[src/rtl/pclk_req_arbiter.sv]
// pclk_req_arbiter: shares one pausible-clock mutex port (pc_req/pc_grant)
// among N requesters using a round-robin 4-phase handshake.
//
// Ports:
//   clock      free-running arbiter clock (rising edge)
//   rstn       asynchronous active-low reset
//   req[N]     per-requester 4-phase request (clock domain)
//   gnt[N]     per-requester grant, one-hot or zero
//   pc_req     request to the pausible-clock mutex
//   pc_grant   grant from the mutex (asynchronous to clock)
//   busy       high whenever the FSM is not idle
//   grant_cnt  completed grant cycles, saturating
//   pause_cnt  cycles with synchronised pc_grant high, saturating
module pclk_req_arbiter #(
  parameter int unsigned N           = 4,
  parameter int unsigned SYNC_STAGES = 2,
  parameter int unsigned CW          = 16
) (
  input  logic          clock,
  input  logic          rstn,
  input  logic [N-1:0]  req,
  output logic [N-1:0]  gnt,
  output logic          pc_req,
  input  logic          pc_grant,
  output logic          busy,
  output logic [CW-1:0] grant_cnt,
  output logic [CW-1:0] pause_cnt
);

  localparam int unsigned PW  = (N > 1) ? $clog2(N) : 1;
  localparam int unsigned SCW = $clog2(SYNC_STAGES + 1);

  typedef enum logic [1:0] {
    ST_IDLE    = 2'd0,
    ST_REQ     = 2'd1,
    ST_GRANT   = 2'd2,
    ST_RELEASE = 2'd3
  } state_t;

  state_t                 state_q, state_d;
  logic [PW-1:0]          winner_q, winner_d;
  logic [PW-1:0]          ptr_q, ptr_d;
  logic [N-1:0]           gnt_d;
  logic                   pc_req_d;
  logic                   busy_d;
  logic                   grant_done;
  logic [SYNC_STAGES-1:0] sync_q;
  logic                   gs;
  logic [SCW-1:0]         settle_q;
  logic                   settled;
  logic                   rr_found;
  logic [PW-1:0]          rr_idx;
  logic [PW-1:0]          rr_cand;

  // pc_grant synchroniser; gs is the only view of the mutex the FSM uses
  always_ff @(posedge clock or negedge rstn) begin
    if (!rstn) sync_q <= '0;
    else       sync_q <= {sync_q[SYNC_STAGES-2:0], pc_grant};
  end
  assign gs = sync_q[SYNC_STAGES-1];

  // After reset the cleared chain reads low even if the mutex is still
  // granted; hold off arbitration until the chain has refilled.
  always_ff @(posedge clock or negedge rstn) begin
    if (!rstn)         settle_q <= '0;
    else if (!settled) settle_q <= settle_q + SCW'(1);
  end
  assign settled = (settle_q == SCW'(SYNC_STAGES));

  // Round-robin search starting one past the last granted index
  always_comb begin
    rr_found = 1'b0;
    rr_idx   = ptr_q;
    rr_cand  = ptr_q;
    for (int unsigned i = 1; i <= N; i++) begin
      rr_cand = PW'((32'(ptr_q) + i) % N);
      if (!rr_found && req[rr_cand]) begin
        rr_found = 1'b1;
        rr_idx   = rr_cand;
      end
    end
  end

  // FSM state and registered outputs
  always_ff @(posedge clock or negedge rstn) begin
    if (!rstn) begin
      state_q  <= ST_IDLE;
      winner_q <= '0;
      ptr_q    <= PW'(N - 1);
      gnt      <= '0;
      pc_req   <= 1'b0;
      busy     <= 1'b0;
    end else begin
      state_q  <= state_d;
      winner_q <= winner_d;
      ptr_q    <= ptr_d;
      gnt      <= gnt_d;
      pc_req   <= pc_req_d;
      busy     <= busy_d;
    end
  end

  // Next-state and next-output logic
  always_comb begin
    state_d    = state_q;
    winner_d   = winner_q;
    ptr_d      = ptr_q;
    gnt_d      = gnt;
    pc_req_d   = pc_req;
    grant_done = 1'b0;
    case (state_q)
      ST_IDLE: begin
        gnt_d    = '0;
        pc_req_d = 1'b0;
        // pc_req may only rise with the mutex seen released
        if (settled && !gs && rr_found) begin
          winner_d = rr_idx;
          pc_req_d = 1'b1;
          state_d  = ST_REQ;
        end
      end
      ST_REQ: begin
        pc_req_d = 1'b1;
        if (gs) begin
          if (req[winner_q]) begin
            gnt_d   = N'(1) << winner_q;
            ptr_d   = winner_q;
            state_d = ST_GRANT;
          end else begin
            // requester withdrew: hand the mutex straight back
            pc_req_d = 1'b0;
            state_d  = ST_RELEASE;
          end
        end
      end
      ST_GRANT: begin
        // also bail out if the mutex drops grant unexpectedly
        if (!req[winner_q] || !gs) begin
          gnt_d      = '0;
          pc_req_d   = 1'b0;
          grant_done = 1'b1;
          state_d    = ST_RELEASE;
        end
      end
      ST_RELEASE: begin
        gnt_d    = '0;
        pc_req_d = 1'b0;
        if (!gs) state_d = ST_IDLE;
      end
      default: begin
        gnt_d    = '0;
        pc_req_d = 1'b0;
        state_d  = ST_IDLE;
      end
    endcase
    busy_d = (state_d != ST_IDLE);
  end

  // Saturating statistics counters
  always_ff @(posedge clock or negedge rstn) begin
    if (!rstn) begin
      grant_cnt <= '0;
      pause_cnt <= '0;
    end else begin
      if (grant_done && (grant_cnt != '1)) grant_cnt <= grant_cnt + CW'(1);
      if (gs && (pause_cnt != '1))         pause_cnt <= pause_cnt + CW'(1);
    end
  end

endmodule
[config.mk]
export PLATFORM = sky130hd
export DESIGN_NAME = pclk_req_arbiter
export DESIGN_NICKNAME = d
export VERILOG_FILES = /design/src/rtl/pclk_req_arbiter.sv
export SDC_FILE = /design/constraint.sdc
export NUM_CORES = 1
export LEC_CHECK = 0
export ABC_AREA = 1
export ABC_CLOCK_PERIOD_IN_PS = 2300
export CAP_MARGIN = 20
export CORE_ASPECT_RATIO = 0.7
export CORE_MARGIN = 2
export CORE_UTILIZATION = 53
export DETAILED_ROUTE_END_ITERATION = 8
export GPL_TIMING_DRIVEN = 0
export PLACE_DENSITY = 0.83
export REMOVE_ABC_BUFFERS = 1
export SLEW_MARGIN = 0
export SYNTH_ARGS = -nofsm -noshare
export SYNTH_HDL_FRONTEND = slang
export SYNTH_SLANG_ARGS = --single-unit
[constraint.sdc]
create_clock -name clock -period 2.3 [get_ports clock]
set_clock_uncertainty 0.2 [all_clocks]
set_input_delay 0.345 -clock clock [delete_from_list [all_inputs] [get_ports clock]]
set_output_delay 0.345 -clock clock [all_outputs]
set_load 0.05 [all_outputs]
==> metrics.md <==
| Metric | Value |
|---|---|
| Outcome | `finished, final reports clean` |
| # DRC | `0` |
| First-pass GRT wire length | `10.4 mm` |
| Hold Vio Cnt, Final | `0` |
| Setup_tns | `0 ns` |
| Die area | `~5800 µm²` |
| FMAX | `between 400 and 500 MHz` |
| Pins Over Slew Limit | `0` |
| Clk sink count | `48` |
| Clk_lat worst skew | `between 0.3 and 0.4 ns` |
| Yosys top cell area share | `42.0%` |
| Clock Pin Slew Worst Setup and Hold Paths | `approximately 0.080 ns` |
| Worst hold path type | `reg2reg` |
| Netlist cell types | `30` |
| Final hold slack | `approximately 0.17 ns` |
| Pre-Repair DR Iteration Count | `5` |
| Number of global-route vias before repair | `2285` |
| Fin crit period | `between 2 and 2.5 ns` |
| Critical path data required time | `between 1.5 and 2 ns` |
| Detailed placer's ending HPWL | `roughly 4.3 mm` |
| Worst Path Arrival | `1.63 ns` |
| Crit. End Element | `output pin` |
| Tot GR Track Use | `between 20 and 25%` |
| CP peak stage delay | `roughly 0.85 ns` |
| Slowest CP cell | `clkdlybuf4s50_1` |
| Yosys reg bits | `between 40 and 50` |
| CTS root buf | `clkbuf_8` |
| # fillers | `around 410` |
| DR vias | `about 2400` |
| Synth Instances | `352` |
| GP Congestion | `roughly 0.84` |
| Input/output buffers | `44` |
| Max Root-Sink Buffers | `2` |
| Number of synthesized flops with an enable pin | `0` |
| Setup crit start kind | `flop` |
| Number of nets in the layout | `410` |
| RSZ-0062 raised after global routing | `false` |
| Static leakage | `~1.5 nW` |
| Post-DR vias/cell | `approximately 5.2` |
| Endpoints failing setup | `0` |
| I/O Pins | `45` |
| Post-synth top flop | `dfrtp_1` |
| Worst slew pin tran | `0.521 ns` |
| Period utilization | `around 95%` |
| Slew headroom | `between 60 and 70%` |
| Cts bufs inserted | `5` |
| Chip Width | `between 80 and 90 µm` |
| Core Area | `between 4000 and 5000 µm²` |
| Setup bufs post-CTS | `0` |
| H-tree levels | `2` |
| Mean area per synthesized cell | `roughly 8 µm²` |
| Initial antenna violation count | `0` |
| Routed Antenna Nets | `0` |
| Die Span Y | `between 60 and 70 µm` |
| Total Wirelength | `5.89 mm` |
| CP delay by family, top | `buffers and inverters` |
| Synth top area cells | `dfrtp_1, nand2_1, xor2_1, nand3_1, inv_1` |
| WL/cell | `around 13 µm` |
| Gr ovfl total | `0` |
| Pwr/cell area | `roughly 1100 nW/µm²` |
| Sequential share of the synthesized area | `a little over two fifths` |
| Synth async-reset ratio | `between 90% and 100%` |
| Crit-path max FO | `5` |
| CTS tree | `yes` |
| Critical-path cell list | `clkdlybuf4s50_1` |
| Cell Area, Synth | `~2700 µm²` |
| WP buf/inv | `1` |
| Max VDD drop | `slightly below 700 µV` |
| Crit Path Class | `reg2out` |
| Starting DRT DRC Count | `between 150 and 200` |
| Max cap viols | `0` |
| Area Growth Syn to Fin | `22.8%` |
| Layout cell share with drive strength beyond 1 | `9.00%` |
| Leading area contributor after synthesis | `dfrtp_1` |
| ANT cells | `0` |
| Top-count cell post-synth | `nand2_1` |
| Synth top cells by count | `nand2_1, dfrtp_1, inv_1, nand3_1, nor2_1` |
| Initial cell density of the core | `56.0%` |
| Row Count | `21` |
| YS warnings | `0` |
| Largest net degree at the start of global routing | `38` |
## cells in the final DEF, fill, tap and decap left out, types with 6 or more instances in the layout
cell               n
clkdlybuf4s50_1   43
dfrtp_1           46
xnor2_1           11
nand4_1            6
nor3_1            10
nand2_2            6
nand2_1          130
xor2_1            19
nor2_1            21
inv_1             29
nand3_1           23
o21ai_0           14
## final timing paths
| kind | from | to | slack [ns] | cells after the start |
|---|---|---|---|---|
| worst min-delay path | sync_q[0] | sync_q[1] | 0.17 | 0 |
| worst max-delay path | grant_cnt[8] | grant_cnt[8] | 0.12 | 1 |
| worst min register to register | sync_q[0] | sync_q[1] | 0.17 | 0 |
| min in group asynchronous | rstn | pause_cnt[0] | 0.24 | 2 |
| worst max register to register | pause_cnt[1] | pause_cnt[3] | 0.31 | 8 |
| max in group asynchronous | rstn | ptr_q[1] | 1.11 | 3 |
## power by group
group | total, mW | internal (mW) | switching (mW)
Combinational | 1.74 | 0.552 | 1.19
Sequential | 1.25 | 1.04 | 0.213
Clock | 0.712 | 0.428 | 0.284
Total | 3.71 | 2.02 | 1.69
## through the flow
step           utilization, %  instances  total power, mW  cell area (µm²)  setup WS [ns]
2_1_floorplan               -        347             2.48             2680          0.231
3_3_place_gp             65.6        460             2.93             3210         -0.638
3_5_place_dp             65.9        461             3.00             3220          0.150
4_1_cts                  68.8        469             3.72             3360          0.122
5_1_grt                  68.8        469             3.98             3360         0.0495
6_report                 68.8        469             3.71             3360          0.122
## sequential cells by signal, indices dropped and copies added, names as in the netlist
register and count:
grant_cnt 16, pause_cnt 16, gnt 4, ptr_q 2, settle_q 2, state_q 2
sync_q 2, winner_q 2, busy 1, pc_req 1
## timing repair
action                     in CTS  in global routing
hold endpoints to repair       11                  0
setup endpoints to repair       0                  0
hold buffers                    1                  0
resized for setup               0                  0
## layer usage
metal / track usage [%] / vias to the layer above / routed length (µm)
li1: - / 1205 / -
met1: 30.8 / 1141 / 2790
met3: 5.31 / 7 / 379
met4: 5.96 / 0 / 50
met5: 0 / - / 0
met2: 36.3 / 79 / 2670
## cells by family after synthesis
logic type / after synthesis / share of synthesized area [%]
fa+ha+maj: 3 / 1.37
buf+inv: 41 / 7.22
xor+xnor: 30 / 9.60
flops: 48 / 44.0
compound gates: 21 / 4.25
simple gates: 209 / 33.6
## final cells by class
| cell class | instances | area (µm²) | share of cell area [%] |
|---|---|---|---|
| inverter | 36 | 140 | 4.17 |
| sequential | 48 | 1200 | 35.8 |
| timing repair buffer | 46 | 465 | 13.8 |
| tap | 69 | 86.3 | 2.57 |
| multi-input combinational | 263 | 1340 | 39.8 |
| clock inverter | 2 | 60.1 | 1.79 |
| clock buffer | 5 | 68.8 | 2.05 |
(Power assumes the default switching activity.)
